File: src/rtl/frame_sequencer_pkg.sv
// Shared types and constants for the game datapath: game-level and
// frame-level state encodings plus the score width.
package frame_sequencer_pkg;

    localparam int SCORE_W = 7;

    typedef enum logic [1:0] {
        IDLE,
        RUN,
        OVER,
        WIN
    } state_t;

    typedef enum logic [2:0] {
        WAIT_TICK,
        UPDATE,
        WAIT_PHYS,
        SCORE,
        DRAW
    } seq_state_t;

endpackage

File: src/rtl/frame_sequencer_if.sv
// Frame handshake bundle: object-update strobe, physics result, and the
// LCD redraw request/acknowledge pair.
interface frame_sequencer_if;

    logic obj_update;
    logic phys_done;
    logic collide;
    logic lcd_req;
    logic lcd_ack;

    modport master (
        output obj_update,
        output lcd_req,
        input  phys_done,
        input  collide,
        input  lcd_ack
    );

    modport slave (
        input  obj_update,
        input  lcd_req,
        output phys_done,
        output collide,
        output lcd_ack
    );

endinterface

File: src/rtl/frame_sequencer_prescaler.sv
// Frame tick prescaler: one-cycle tick every TICK_DIV enabled cycles,
// counter held at zero while disabled so each enable starts a full period.
module frame_prescaler #(
    parameter int TICK_DIV = 250000
) (
    input  logic clk,
    input  logic reset,
    input  logic en_i,
    output logic tick_o
);

    localparam int CNT_W = $clog2(TICK_DIV);
    localparam logic [CNT_W-1:0] CNT_LAST = CNT_W'(TICK_DIV - 1);

    logic [CNT_W-1:0] cnt_q;
    logic [CNT_W-1:0] cnt_d;

    // NOTE: every signal written in always_comb gets a default first, so no
    // path through the block can leave it unassigned and infer a latch.
    always_comb begin
        cnt_d = '0;
        if (en_i) begin
            cnt_d = (cnt_q == CNT_LAST) ? '0 : cnt_q + 1'b1;
        end
    end

    // NOTE: sequential state uses non-blocking assignments so every register
    // samples its inputs from before the edge, independent of statement order.
    always_ff @(posedge clk or negedge reset) begin
        if (!reset) begin
            cnt_q <= '0;
        end else begin
            cnt_q <= cnt_d;
        end
    end

    // Gated by en_i so the cycle run_en falls never produces a stray tick.
    assign tick_o = en_i && (cnt_q == CNT_LAST);

endmodule

File: src/rtl/frame_sequencer.sv
// Per-frame scheduler for the game datapath: tick -> object update -> wait for
// physics -> score -> LCD redraw, with collision/score_max pulses for the game FSM.
module frame_sequencer
    import frame_sequencer_pkg::*;
#(
    parameter int TICK_DIV    = 250000,
    parameter int SCORE_EVERY = 8,
    parameter int SCORE_MAX   = 99,
    parameter int PHYS_TMO    = 255
) (
    input  logic               clk,
    input  logic               reset,
    input  logic               run_en_i,
    frame_sequencer_if.master  bus,
    output logic               collision_o,
    output logic               score_max_o,
    output logic [SCORE_W-1:0] score_o,
    output logic               busy_o,
    output logic               overrun_o,
    output logic               fault_o
);

    localparam int TMR_W = $clog2(PHYS_TMO + 1);
    localparam int FC_W  = (SCORE_EVERY > 1) ? $clog2(SCORE_EVERY) : 1;

    localparam logic [TMR_W-1:0]   TMR_LAST = TMR_W'(PHYS_TMO);
    localparam logic [FC_W-1:0]    FC_LAST  = FC_W'(SCORE_EVERY - 1);
    localparam logic [SCORE_W-1:0] SMAX     = SCORE_W'(SCORE_MAX);

    seq_state_t         state_q;
    logic               run_en_q;
    logic [TMR_W-1:0]   timer_q;
    logic [FC_W-1:0]    frame_cnt_q;
    logic [SCORE_W-1:0] score_q;
    logic               obj_update_q;
    logic               lcd_req_q;
    logic               collision_q;
    logic               score_max_q;
    logic               overrun_q;
    logic               fault_q;

    logic tick;
    logic run_rise;

    frame_prescaler #(
        .TICK_DIV (TICK_DIV)
    ) u_prescaler (
        .clk    (clk),
        .reset  (reset),
        .en_i   (run_en_i),
        .tick_o (tick)
    );

    assign run_rise = run_en_i && !run_en_q;

    always_ff @(posedge clk or negedge reset) begin
        if (!reset) begin
            state_q      <= WAIT_TICK;
            run_en_q     <= 1'b0;
            timer_q      <= '0;
            frame_cnt_q  <= '0;
            score_q      <= '0;
            obj_update_q <= 1'b0;
            lcd_req_q    <= 1'b0;
            collision_q  <= 1'b0;
            score_max_q  <= 1'b0;
            overrun_q    <= 1'b0;
            fault_q      <= 1'b0;
        end else begin
            run_en_q     <= run_en_i;
            obj_update_q <= 1'b0;
            collision_q  <= 1'b0;
            score_max_q  <= 1'b0;

            // A new run starts clean; a tick that finds the frame still busy is dropped.
            if (run_rise) begin
                score_q     <= '0;
                frame_cnt_q <= '0;
                overrun_q   <= 1'b0;
                fault_q     <= 1'b0;
            end else if (tick && state_q != WAIT_TICK) begin
                overrun_q <= 1'b1;
            end

            case (state_q)
                WAIT_TICK: begin
                    if (tick) begin
                        obj_update_q <= 1'b1;
                        state_q      <= UPDATE;
                    end
                end

                UPDATE: begin
                    timer_q <= '0;
                    state_q <= run_en_i ? WAIT_PHYS : WAIT_TICK;
                end

                WAIT_PHYS: begin
                    if (!run_en_i) begin
                        state_q <= WAIT_TICK;
                    end else if (bus.phys_done) begin
                        if (bus.collide) begin
                            collision_q <= 1'b1;
                            lcd_req_q   <= 1'b1;
                            state_q     <= DRAW;
                        end else begin
                            state_q <= SCORE;
                        end
                    end else if (timer_q == TMR_LAST) begin
                        fault_q <= 1'b1;
                        state_q <= WAIT_TICK;
                    end else begin
                        timer_q <= timer_q + 1'b1;
                    end
                end

                SCORE: begin
                    if (!run_en_i) begin
                        state_q <= WAIT_TICK;
                    end else begin
                        // Saturating score; score_max fires only on the step into SMAX.
                        if (frame_cnt_q == FC_LAST) begin
                            frame_cnt_q <= '0;
                            if (score_q < SMAX) begin
                                score_q <= score_q + 1'b1;
                                if (score_q == SMAX - 1'b1) begin
                                    score_max_q <= 1'b1;
                                end
                            end
                        end else begin
                            frame_cnt_q <= frame_cnt_q + 1'b1;
                        end
                        lcd_req_q <= 1'b1;
                        state_q   <= DRAW;
                    end
                end

                DRAW: begin
                    // Held through run_en loss: the LCD driver must see its ack consumed.
                    if (bus.lcd_ack) begin
                        lcd_req_q <= 1'b0;
                        state_q   <= WAIT_TICK;
                    end
                end

                default: begin
                    state_q <= WAIT_TICK;
                end
            endcase
        end
    end

    assign bus.obj_update = obj_update_q;
    assign bus.lcd_req    = lcd_req_q;
    assign collision_o    = collision_q;
    assign score_max_o    = score_max_q;
    assign score_o        = score_q;
    assign busy_o         = (state_q != WAIT_TICK);
    assign overrun_o      = overrun_q;
    assign fault_o        = fault_q;

endmodule

File: src/flat_wrapper.sv
// flat-port wrapper written by rule: the top's interface ports become plain ports
module frame_sequencer_flat import frame_sequencer_pkg::*;
#(
    parameter int TICK_DIV    = 250000,
    parameter int SCORE_EVERY = 8,
    parameter int SCORE_MAX   = 99,
    parameter int PHYS_TMO    = 255
)
  (clk, reset, run_en_i, collision_o, score_max_o, score_o, busy_o, overrun_o, fault_o, bus_obj_update, bus_lcd_req, bus_phys_done, bus_collide, bus_lcd_ack);
  frame_sequencer_if bus_i ();
  input  logic clk;
  input  logic reset;
  input  logic run_en_i;
  output logic collision_o;
  output logic score_max_o;
  output logic [SCORE_W-1:0] score_o;
  output logic busy_o;
  output logic overrun_o;
  output logic fault_o;
  output wire logic [$bits(bus_i.obj_update)-1:0] bus_obj_update;
  output wire logic [$bits(bus_i.lcd_req)-1:0] bus_lcd_req;
  input wire logic [$bits(bus_i.phys_done)-1:0] bus_phys_done;
  input wire logic [$bits(bus_i.collide)-1:0] bus_collide;
  input wire logic [$bits(bus_i.lcd_ack)-1:0] bus_lcd_ack;
  assign bus_obj_update = bus_i.obj_update;
  assign bus_lcd_req = bus_i.lcd_req;
  assign bus_i.phys_done = bus_phys_done;
  assign bus_i.collide = bus_collide;
  assign bus_i.lcd_ack = bus_lcd_ack;
  frame_sequencer #(.TICK_DIV(TICK_DIV), .SCORE_EVERY(SCORE_EVERY), .SCORE_MAX(SCORE_MAX), .PHYS_TMO(PHYS_TMO)) u_core (.clk(clk), .reset(reset), .run_en_i(run_en_i), .bus(bus_i), .collision_o(collision_o), .score_max_o(score_max_o), .score_o(score_o), .busy_o(busy_o), .overrun_o(overrun_o), .fault_o(fault_o));
endmodule
File: config.mk
export PLATFORM = sky130hd
export DESIGN_NAME = frame_sequencer_flat
export DESIGN_NICKNAME = d
export VERILOG_FILES = /design/src/rtl/frame_sequencer_pkg.sv /design/src/rtl/frame_sequencer_if.sv /design/src/rtl/frame_sequencer_prescaler.sv /design/src/rtl/frame_sequencer.sv /design/src/flat_wrapper.sv
export SDC_FILE = /design/constraint.sdc
export NUM_CORES = 1
export LEC_CHECK = 0
export CELL_PAD_IN_SITES_DETAIL_PLACEMENT = 0
export CELL_PAD_IN_SITES_GLOBAL_PLACEMENT = 1
export CORE_ASPECT_RATIO = 1.25
export CORE_UTILIZATION = 40
export CTS_BUF_LIST = sky130_fd_sc_hd__clkbuf_4 sky130_fd_sc_hd__clkbuf_8
export CTS_CLUSTER_SIZE = 12
export DETAILED_ROUTE_END_ITERATION = 12
export GPL_TIMING_DRIVEN = 0
export MAX_ROUTING_LAYER = met4
export PLACE_DENSITY_LB_ADDON = 0.12
export SLEW_MARGIN = 30
export SYNTH_ARGS = -nofsm -noshare
export SYNTH_HDL_FRONTEND = slang
export SYNTH_SLANG_ARGS = --single-unit
File: constraint.sdc
create_clock -name clk -period 4.51 [get_ports clk]
set_input_delay 0.451 -clock clk [delete_from_list [all_inputs] [get_ports clk]]
set_output_delay 0.451 -clock clk [all_outputs]
set_load 0.01 [all_outputs]
==> impl_metrics.env <==
export IMPL_status="complete, no violations"
export IMPL_max_cap_violations=0
export IMPL_die_h_um=87.4
export IMPL_dp_hpwl_um=3280
export IMPL_drt_antenna_violating_nets=0
export IMPL_syn_avg_cell_area_sq_um=9.98
export IMPL_tightest_slew_ns=0.713
export IMPL_crit_path_end="busy_o"
export IMPL_cts_max_path_buffers=2
export IMPL_synth_top_area_cell="dfrtp_1"
export IMPL_numCtsBuffers=5
export IMPL_area_delta_synth_final_pct=16.3
export IMPL_crit_path_start="u_core.state_q[0]"
export IMPL_first_pass_iters=5
export IMPL_slowest_stage="clkdlybuf4s50_1"
export IMPL_power_total_uw=759
export IMPL_min_path_type="in2async"
export IMPL_clk_latency_ns=0.29
export IMPL_synth_top_area_share_pct=49.3
export IMPL_reg2reg_setup_slack_ns=2.40
export IMPL_cts_num_sinks=46
export IMPL_numPortBuffers=19
export IMPL_die_area_sq_um=6150
export IMPL_tritoncts="yes"
export IMPL_end_kind="output port"
export IMPL_grt_start_max_net_pins=47
export IMPL_diodes=0
export IMPL_wirelength_um=4810
export IMPL_yosysWarnings=0
export IMPL_die_width_um=70.4
export IMPL_synth_nets=246
export IMPL_finalCritPeriodShare_pct=52.4
export IMPL_arrival_ns=1.91
export IMPL_via_count=1784
export IMPL_path_buf_inv=3
export IMPL_yosysMostFrequentCell="dfrtp_1"
export IMPL_path_depth=4
export IMPL_period_minus_slack_ns=2.36
export IMPL_fillCellCount=553
export IMPL_clk_pin_slew_ns=0.09
export IMPL_rsz0062_at_grt="no"
export IMPL_gp_congestion=0.775
export IMPL_r2r_cells=6
export IMPL_ys_ff_latch=46
export IMPL_power_frac_comb_pct=3.6
export IMPL_viasPerCell=5.51
export IMPL_grtUsageTotal_pct=17.6
export IMPL_cp_start_kind="register"
export IMPL_fmax_ghz=0.423
export IMPL_crit_family="buffers and inverters"
export IMPL_seq_power_share_pct=54.9
export IMPL_cts_hold_buf=0
export IMPL_seq_area_sq_um=1150
export IMPL_dr_first_iter_drc_count=51
export IMPL_setup_tns_ns=0
export IMPL_hold_violations=0
export IMPL_crit_type="reg2out"
export IMPL_setup_violations=0
export IMPL_drv_slew=0
export IMPL_synthFlopType="dfrtp_1"
export IMPL_drive_gt1_share_pct=8.08
export IMPL_ir_worst_vdd_mv=0.144
export IMPL_p_leak_uw=0.00118
export IMPL_pwr_share_clk_pct=41.5
export IMPL_layout_nets=272
export IMPL_cts_max_level=2
export IMPL_grt_overflow=0
export IMPL_initial_core_util_pct=42.3
export IMPL_maxSlewHeadroom_pct=52.4
export IMPL_multi_input_area_sq_um=1120
export IMPL_antenna_found_initial=0
export IMPL_wl_per_cell_um=14.8
export IMPL_power_density_nw_per_um2=279
export IMPL_syn_inst=234
export IMPL_reg2reg_to="u_core.u_prescaler.cnt_q[14]"
export IMPL_cts_resized=0
export IMPL_synth_cell_type_count=46
export IMPL_crit_fanout=10
export IMPL_grt_pass1_vias=1794
export IMPL_synth_common_cells="dfrtp_1, nor2_1, nand2_1"
export IMPL_p_int_uw=600
export IMPL_cts_setup_buffers=0
export IMPL_cpPeakStageDelay_ns=0.50
export IMPL_seq_area_frac_synth_pct=49.3
export IMPL_syn_area_sq_um=2340
export IMPL_async_flop_share_pct=100
export IMPL_fin_skew_ns=0.00486
export IMPL_drcViolationCount=0
export IMPL_crit_chain="clkbuf_1 -> nor3_1 -> inv_1 -> clkdlybuf4s50_1"
export IMPL_cp_required_ns=4.06
export IMPL_rows=30
export IMPL_ys_top_cells_by_area="dfrtp_1, xnor2_1, nor2_1, nand2_1, ha_1"
export IMPL_netSwitchingPower_uw=159
export IMPL_grt_pass1_wl_um=8200
export IMPL_core_sq_um=5520
export IMPL_sw_frac_of_total_pct=20.9
export IMPL_r2r_start="u_core.u_prescaler.cnt_q[0]"
export IMPL_synth_edf_count=0
export IMPL_num_io_pins=20
export IMPL_cts_root_buffer="clkbuf_8"
## cell families (layout without fill, tap and decap cells)
group / after synthesis / count (layout) / synth area share (%)
and+or+nand+nor: 114 / 114 / 25.9
DFF: 46 / 46 / 49.3
AOI/OAI and AO/OA: 32 / 32 / 10.3
xor gates and xnor gates: 16 / 16 / 6.00
buffers and inverters: 14 / 40 / 2.62
adders and majority gates: 6 / 6 / 3.21
muxes: 6 / 6 / 2.62
## stage by stage
step / utilization [%] / area, sq um / hold slack [ns] / worst slack [ns] / cells
after global routing: 49.2 / 2720 / 0.201 / 2.00 / 324
final: 49.2 / 2720 / 0.150 / 2.15 / 324
after floorplan: - / 2340 / 0.155 / 2.62 / 234
after global placement: 47.2 / 2610 / 0.464 / 1.63 / 317
after CTS: 49.2 / 2720 / 0.170 / 2.11 / 324
after detailed placement: 47.2 / 2600 / 0.468 / 2.07 / 317
## cell type report
class                   instances  share of cell area, %
clock inverters                 1                   1.11
multi-input cells             174                   41.4
repair buffers                 19                   6.91
flip-flops and latches         46                   42.4
clock buffers                   6                   3.04
well taps                      64                   2.95
plain buffers                   4                  0.875
inverters                      10                   1.38
## worst reg2reg max path, stage by stage, from the launching register on
cell and delay (ns):
dfrtp_1 0.40, ha_1 0.21, nand3_1 0.33, or3_1 0.53, o21ai_4 0.27, buf_6 0.20, nor2_1 0.06
## power by group through the flow
stage          clock, uW  sequential, uW  combinational, uW
2_1_floorplan          0             425               10.2
3_3_place_gp           0             425               28.3
3_5_place_dp           0             425               28.2
4_1_cts              324             417               28.2
5_1_grt              342             417               31.4
6_report             315             417               27.1
## cells in the final DEF, fill, tap and decap left out, drive strengths merged, types with 6 or more instances in the layout
cell | netlist | layout
dfrtp | 46 | 46
nor2 | 27 | 27
nand2 | 22 | 22
clkdlybuf4s50 | 0 | 18
xnor2 | 14 | 14
nand3 | 11 | 11
inv | 10 | 10
nor4 | 10 | 10
clkbuf | 3 | 9
nor3 | 8 | 8
a21oi | 8 | 8
nand4 | 6 | 6
ha | 6 | 6
## how the worst min path moves through the flow
stage | to | from | slack (ns) | cells after the start
3_5_place_dp | u_core.timer_q[4] | u_core.timer_q[4] | 0.47 | 1
2_1_floorplan | u_core.bus.lcd_req | reset | 0.16 | 0
3_3_place_gp | u_core.timer_q[4] | u_core.timer_q[4] | 0.46 | 1
6_report | u_core.timer_q[6] | reset | 0.15 | 1
4_1_cts | u_core.timer_q[6] | reset | 0.17 | 1
5_1_grt | u_core.bus.obj_update | reset | 0.20 | 1
## flip-flops by register name, summed over array words and instances (netlist names)
register / cells
u_core.collision_o: 1
u_core.score_max_o: 1
u_core.fault_o: 1
u_core.overrun_o: 1
u_core.u_prescaler.cnt_q: 18
u_core.bus.obj_update: 1
u_core.bus.lcd_req: 1
u_core.run_en_q: 1
u_core.state_q: 3
u_core.frame_cnt_q: 3
u_core.score_o: 7
u_core.timer_q: 8
## layer usage
layer | track usage, % | vias up | wire [um] | part of all wire, %
li1 | - | 896 | - | -
met1 | 19.9 | 863 | 2190 | 46
met2 | 31.3 | 21 | 2460 | 51
met3 | 3.59 | 4 | 112 | 2.3
met4 | 5.45 | 0 | 44 | 0.92
met5 | - | - | 0 | 0
Note: power is estimated with default switching activity, not from simulation.
